File: src/rtl/parallel_out_sched.sv
// Round-robin arbiter for the byte-wide parallel output port at 0xFC.
// One write strobe per grant, followed by a fixed hold interval so the device can sample.
module parallel_out_sched #(
  parameter int NREQ = 2,
  parameter int HOLD = 4
) (
  input  logic                clk,
  input  logic                rst,
  input  logic [NREQ-1:0]     req,
  input  logic [8*NREQ-1:0]   data,
  output logic [NREQ-1:0]     ack,
  output logic                busy,
  output logic                EN,
  output logic [31:0]         Address,
  output logic [7:0]          RegData
);

  localparam int IW = (NREQ > 2) ? 2 : 1;

  localparam logic [1:0] S_IDLE  = 2'd0;
  localparam logic [1:0] S_WRITE = 2'd1;
  localparam logic [1:0] S_HOLD  = 2'd2;

  logic [1:0]    r_state;
  logic [IW-1:0] r_ptr;
  logic [IW-1:0] r_winner;
  logic [7:0]    r_byte;
  logic [7:0]    r_cnt;

  logic          w_any;
  logic [IW-1:0] w_win;
  logic [7:0]    w_win_byte;
  int            w_idx;

  // Scan pointer, pointer+1, ... modulo NREQ; the first requester found wins.
  always_comb begin
    w_any      = 1'b0;
    w_win      = r_ptr;
    w_idx      = 0;
    w_win_byte = 8'h00;
    for (int k = 0; k < NREQ; k++) begin
      w_idx = int'(r_ptr) + k;
      if (w_idx >= NREQ) w_idx = w_idx - NREQ;
      if (!w_any && req[w_idx]) begin
        w_any = 1'b1;
        w_win = IW'(w_idx);
      end
    end
    for (int k = 0; k < NREQ; k++) begin
      if (IW'(k) == w_win) w_win_byte = data[8*k +: 8];
    end
  end

  always_ff @(posedge clk or negedge rst) begin
    if (!rst) begin
      r_state  <= S_IDLE;
      r_ptr    <= '0;
      r_winner <= '0;
      r_byte   <= 8'h00;
      r_cnt    <= 8'h00;
    end else begin
      case (r_state)
        S_IDLE: begin
          if (w_any) begin
            r_winner <= w_win;
            r_byte   <= w_win_byte;
            r_state  <= S_WRITE;
          end
        end
        S_WRITE: begin
          if (r_winner == IW'(NREQ - 1)) r_ptr <= '0;
          else                           r_ptr <= r_winner + 1'b1;
          if (HOLD == 0) begin
            r_state <= S_IDLE;
          end else begin
            r_cnt   <= 8'(HOLD);
            r_state <= S_HOLD;
          end
        end
        S_HOLD: begin
          r_cnt <= r_cnt - 8'd1;
          // Count HOLD..1 so the hold spans exactly HOLD cycles.
          if (r_cnt == 8'd1) r_state <= S_IDLE;
        end
        default: r_state <= S_IDLE;
      endcase
    end
  end

  assign EN      = (r_state == S_WRITE);
  assign busy    = (r_state != S_IDLE);
  assign Address = EN ? 32'h0000_00FC : 32'h0000_0000;
  assign RegData = r_byte;

  genvar gi;
  generate
    for (gi = 0; gi < NREQ; gi++) begin : g_ack
      assign ack[gi] = EN && (r_winner == IW'(gi));
    end
  endgenerate

endmodule

File: config.mk
export PLATFORM = sky130hd
export DESIGN_NAME = parallel_out_sched
export DESIGN_NICKNAME = d
export VERILOG_FILES = /design/src/rtl/parallel_out_sched.sv
export SDC_FILE = /design/constraint.sdc
export NUM_CORES = 1
export LEC_CHECK = 0
export CAP_MARGIN = 5
export CORE_ASPECT_RATIO = 1.5
export CORE_MARGIN = 3
export CORE_UTILIZATION = 42
export CTS_BUF_LIST = sky130_fd_sc_hd__clkbuf_8 sky130_fd_sc_hd__clkbuf_16
export DETAILED_ROUTE_END_ITERATION = 10
export PLACE_DENSITY_LB_ADDON = 0.05
export SETUP_SLACK_MARGIN = 0.4
export SLEW_MARGIN = 20
export SYNTH_ARGS = -nofsm -noshare
export SYNTH_HDL_FRONTEND = slang
export SYNTH_SLANG_ARGS = --single-unit
File: constraint.sdc
create_clock -name clk -period 2.3 [get_ports clk]
set_input_delay 0.345 -clock clk [delete_from_list [all_inputs] [get_ports clk]]
set_output_delay 0.345 -clock clk [all_outputs]
set_load 0.005 [all_outputs]
# Yosys cells after proc, flatten, opt, wreduce, memory -nomap -nowiden
# Index checks and enable logic that the tools add are counted.
dict set report word_totals {
  wordCells 48
  ram_bits 0
  ff_bits 20
  rom_bits 0
  in_bits 20
  memories 0
  latch_bits 0
  output_inout_bits 44
}
dict set report op_classes {
  shifts 0
  mul 0
  n_bitwise 1
  n_reduce_logical 9
  muxes 19
  magnitude_cmp 4
  n_addsub 5
  eq_ne 5
  div 0
}
# op count
set op_table {}
lappend op_table {{32-bit by 3-bit < comparator with 1-bit output, second input constant} 2}
lappend op_table {{32-bit 2-to-1 mux} 2}
lappend op_table {{8-bit 2-to-1 mux} 2}
lappend op_table {{8-bit one-hot mux with 2 select lines} 1}
lappend op_table {{1-bit 2-to-1 mux} 11}
lappend op_table {{8-bit by 1-bit == test with 1-bit output, second input constant} 1}
lappend op_table {{8-bit by 1-bit subtractor with 8-bit output, second input constant} 1}
lappend op_table {{2-bit one-hot mux with 3 select lines} 1}
lappend op_table {{2-bit 2-to-1 mux} 2}
lappend op_table {{2-bit inequality test, second input constant} 2}
lappend op_table {{2-bit AND reduction} 2}
lappend op_table {{2-bit nonzero test} 2}
lappend op_table {{1-bit logical AND} 3}
lappend op_table {{1-bit by 2-bit subtractor with 3-bit output, second input constant} 1}
lappend op_table {{2-bit by 2-bit subtractor with 3-bit output, second input constant} 1}
lappend op_table {{1-bit by 1-bit adder with 2-bit output, second input constant} 1}
lappend op_table {{2-bit by 1-bit == test with 1-bit output, second input constant} 1}
lappend op_table {{2-bit == test, second input constant} 1}
lappend op_table {{1-bit by 2-bit >= comparator with 1-bit output, second input constant} 1}
lappend op_table {{2-bit >= comparator, second input constant} 1}
lappend op_table {{2-bit logical NOT} 1}
lappend op_table {{1-bit adder, second input constant} 1}
lappend op_table {{1-bit logical NOT} 1}
lappend op_table {{1-bit NOT} 1}

# Depth between registers and ports, before layout
dict set report logic_depth {
  ltp_word 11
  mapped_depth 6
  mapped_depth_nobuf 5
}

# Worst setup path after synthesis
# Ideal clock, no wire load.
dict set report synth_path {
  path_type {register to register}
  startpoint {reg r_cnt[4]}
  endpoint {reg r_cnt[7]}
  t_required_ps 2223
  setup_time_ps 77
  path_stages_with_launch 4
  path_buffers 0
  t_arrival_ps 1534
  setup_slack_ps 688
  period_less_slack_ps 1612
  path_cell_list {dfrtp_1 -> or4_4 -> or4b_1 -> a21oi_1}
}
dict set report synth_between {
  elab_chain_cells 2
}
# element line
set synth_lines {}
lappend synth_lines {{start: declaration} 28} ;# logic [7:0] r_cnt;
lappend synth_lines {{start signal: assignment} 76} ;# r_cnt <= 8'(HOLD);
lappend synth_lines {{start signal: assignment} 81} ;# r_cnt <= r_cnt - 8'd1;
lappend synth_lines {{8-bit by 1-bit subtractor with 8-bit output} 81}
lappend synth_lines {{8-bit one-hot mux with 2 select lines} 62} ;# case (r_state)
# No other way between the ends.
# A chain may end at the register's enable or synchronous reset.

# Final worst setup path
dict set report layout_path {
  startpoint {reg r_state[1]}
  endpoint {out ack[1]}
}
dict set report layout_between {
  elab_chain_cells 2
}
# element line
set layout_lines {}
lappend layout_lines {{start: declaration} 24} ;# logic [1:0] r_state;
lappend layout_lines {{start signal: assignment} 56} ;# r_state <= S_IDLE;
lappend layout_lines {{start signal: assignment} 67} ;# r_state <= S_WRITE;
lappend layout_lines {{start signal: assignment} 74} ;# r_state <= S_IDLE;
lappend layout_lines {{2-bit by 1-bit == test with 1-bit output} 90} ;# assign EN = (r_state == S_WRITE);
lappend layout_lines {{1-bit logical AND} 98} ;# assign ack[gi] = EN && (r_winner == IW'(gi));
lappend layout_lines {{end: declaration} 11} ;# output logic [NREQ-1:0] ack,
# No other way between the ends.

==> flow_metrics.env <==
export IMPL_ir_worst_vdd_uv=623.9
export IMPL_syn2layout_area_growth_pct=29.14
export IMPL_drive_above_1_share_pct=11.17
export IMPL_yosysTopAreaCell="dfrtp_1"
export IMPL_drtIter0Drc=29
export IMPL_fin_skew_ps=2.060
export IMPL_final_max_slew_viol_count=0
export IMPL_clockRootBuffer="clkbuf_8"
export IMPL_ant_nets=0
export IMPL_end_kind="primary output"
export IMPL_yosys_area_share_simple_pct=18.31
export IMPL_die_h_um=77.25
export IMPL_rsz0062_at_grt="true"
export IMPL_port_buffers=37
export IMPL_place_detailed_hpwl_um=2628
export IMPL_finalSetupTns_ps=0
export IMPL_grt_pass1_vias=1213
export IMPL_required_ps=1960
export IMPL_synth_area_leaders="dfrtp_1, buf_4, o2111ai_1, ha_1, nand3_1"
export IMPL_clock_latency_ps=250
export IMPL_status="finished clean"
export IMPL_worst_hold_slack_ps=433.0
export IMPL_power_leakage_nw=0.8110
export IMPL_fp_dieW_um=53.50
export IMPL_grt_pass1_wl_um=5416
export IMPL_drc=0
export IMPL_clk_pin_slew_ps=70
export IMPL_synth_xor_xnor_area_share_pct=0
export IMPL_post_synth_fa_ha_maj_area_fraction_pct=4.401
export IMPL_ios=64
export IMPL_numClockSinks=20
export IMPL_p_switching_w=0.0008578
export IMPL_cap_violations=0
export IMPL_synth_edf_count=0
export IMPL_power_density_nw_per_um2=1191
export IMPL_diodes=0
export IMPL_antenna_found_initial=0
export IMPL_worstSetupPathType="flop to primary output"
export IMPL_grt_start_max_net_pins=21
export IMPL_syn_area_um2=1421
export IMPL_cts_hold_buffers_added=0
export IMPL_multiInputGateArea_um2=743.2
export IMPL_synth_top_family_by_area="buffers and inverters"
export IMPL_max_freq_mhz=525.6
export IMPL_avgRoutedWirePerCell_um=14.40
export IMPL_cts_made_buffers=3
export IMPL_fin_nets=224
export IMPL_seqCellArea_um2=501.7
export IMPL_routabilityCongestion=0.7762
export IMPL_period_share_pct=82.72
export IMPL_cts_htree_levels=1
export IMPL_hold_viol=0
export IMPL_finalSetupViolations=0
export IMPL_slew_headroom_pct=57.14
export IMPL_yosys_warnings=0
export IMPL_via_per_inst=5.110
export IMPL_dieArea_um2=4133
export IMPL_rrSetupSlack_ps=480
export IMPL_synth_compound_area_share_pct=19.54
export IMPL_cts_tree="done"
export IMPL_core_um2=3191
export IMPL_synth_common_cells="buf_4, dfrtp_1, o2111ai_1"
export IMPL_start_util_pct=44.55
export IMPL_hp_class="primary input to asynchronous set/reset pin"
export IMPL_p_clk_share_pct=10.4
export IMPL_yosysMostFrequentCell="buf_4"
export IMPL_power_frac_seq_pct=30.6
export IMPL_num_rows=25
export IMPL_avgSynthCellArea_um2=8.939
export IMPL_synth_yosys_seq_area_share_pct=35.21
export IMPL_synth_top_area_share_pct=35.21
export IMPL_postSynth_asyncResetShare_pct=100.0
export IMPL_synth_flop_cell="dfrtp_1"
export IMPL_ys_seq_elements=20
export IMPL_p_total_w=0.002186
export IMPL_intPower_w=0.001328
export IMPL_combPwrFrac_pct=59.0
export IMPL_cp_max_fo=5
export IMPL_wl_um=3412
export IMPL_dr_pass1_iters=4
export IMPL_cts_max_path_buffers=2
export IMPL_min_period_ps=1902
export IMPL_synth_mux_area_share_pct=1.408
export IMPL_tightest_slew_ps=637.0
export IMPL_start_kind="flop"
export IMPL_track_usage_pct=16.99
export IMPL_vias=1211
export IMPL_nFillCells=307
export IMPL_critPathArrivalTime_ps=1560
export IMPL_synth_cells=159
export IMPL_gr_total_overflow=0
export IMPL_p_sw_share_pct=39.24
export IMPL_ys_types=34
final cells by class:
type                    instances  area share [%]
flip-flops and latches         20           27.33
well taps                      40           2.727
inverters                       9           1.840
clock buffers                   3           2.249
repair buffers                 47           25.36
multi-input cells             118           40.49
path summary, 6_finish.rpt:
path | from | endpoint | cells after the start
max | r_state[1]$_DFFE_PN0P_ | ack[1] | 4
min | rst | RegData[4]$_DFFE_PN0P_ | 2
max in group asynchronous | rst | r_state[0]$_DFFE_PN0P_ | 2
max reg2reg | r_state[1]$_DFFE_PN0P_ | r_cnt[7]$_DFFE_PN0P_ | 7
min in group clk | RegData[3]$_DFFE_PN0P_ | RegData[3]$_DFFE_PN0P_ | 2
min reg2reg | RegData[3]$_DFFE_PN0P_ | RegData[3]$_DFFE_PN0P_ | 2
per-layer routing:
layer / part of all wire (%) / GRT usage (%) / vias to the layer above / routed length [um]
met5: 0 / 0 / - / 0
met4: 0.56 / 5.371 / 0 / 19
met3: 6.0 / 2.718 / 2 / 206
met2: 56 / 33.05 / 29 / 1909
met1: 37 / 16.91 / 582 / 1277
li1: - / - / 598 / -
critical path: stages (launching register included):
cell,delay (ps)
dfrtp_1,410
inv_2,90
ha_4,160
and2_1,140
clkdlybuf4s50_1,500
cell families (layout without fill, tap and decap cells):
group / Yosys count / in the layout
other: 1 / 26
DFF: 20 / 20
and+or+nand+nor: 47 / 47
AOI/OAI and AO/OA: 38 / 38
muxes: 2 / 2
adders and majority gates: 5 / 5
buffers and inverters: 46 / 59
flip-flops by register name, summed over array words and instances (netlist names):
register  flops
r_winner      1
r_ptr         1
r_cnt         8
RegData       8
r_state       2
placed cells by master, fill, tap and decap left out, types with 6 or more instances in the layout:
cell type / Yosys / layout
inv_1: 9 / 8
clkdlybuf4s50_1: 0 / 34
nand3_1: 10 / 10
conb_1: 1 / 26
nand2_1: 11 / 11
o2111ai_1: 16 / 16
dfrtp_1: 20 / 19
a21oi_1: 6 / 6
nor2_1: 6 / 6
buf_4: 33 / 9
stage by stage:
step,utilization (%),cells,area (um^2),setup slack (ps)
3_3_place_gp,53.37,228,1703,447.8
3_5_place_dp,53.37,228,1703,394.8
2_1_floorplan,-,184,1515,688.1
4_1_cts,56.55,234,1804,385.6
6_report,57.53,237,1836,397.5
5_1_grt,57.53,237,1836,340.8
power by group through the flow:
| stage | Sequential (W) | Combinational (W) | Clock (W) |
|---|---|---|---|
| 6_report | 0.000669 | 0.00129 | 0.000227 |
| 5_1_grt | 0.000691 | 0.00144 | 0.000252 |
| 4_1_cts | 0.000669 | 0.00128 | 0.000233 |
| 3_5_place_dp | 0.000674 | 0.00117 | 0 |
| 3_3_place_gp | 0.000665 | 0.00115 | 0 |
| 2_1_floorplan | 0.000623 | 0.000772 | 0 |
timing repair:
| item | 4_1_cts | 5_1_grt |
|---|---|---|
| resized for setup | 5 | 4 |
| setup buffers | 3 | 3 |
| setup endpoints to repair | 10 | 9 |
| pin swaps | 0 | 1 |
(Power assumes the default switching activity.)
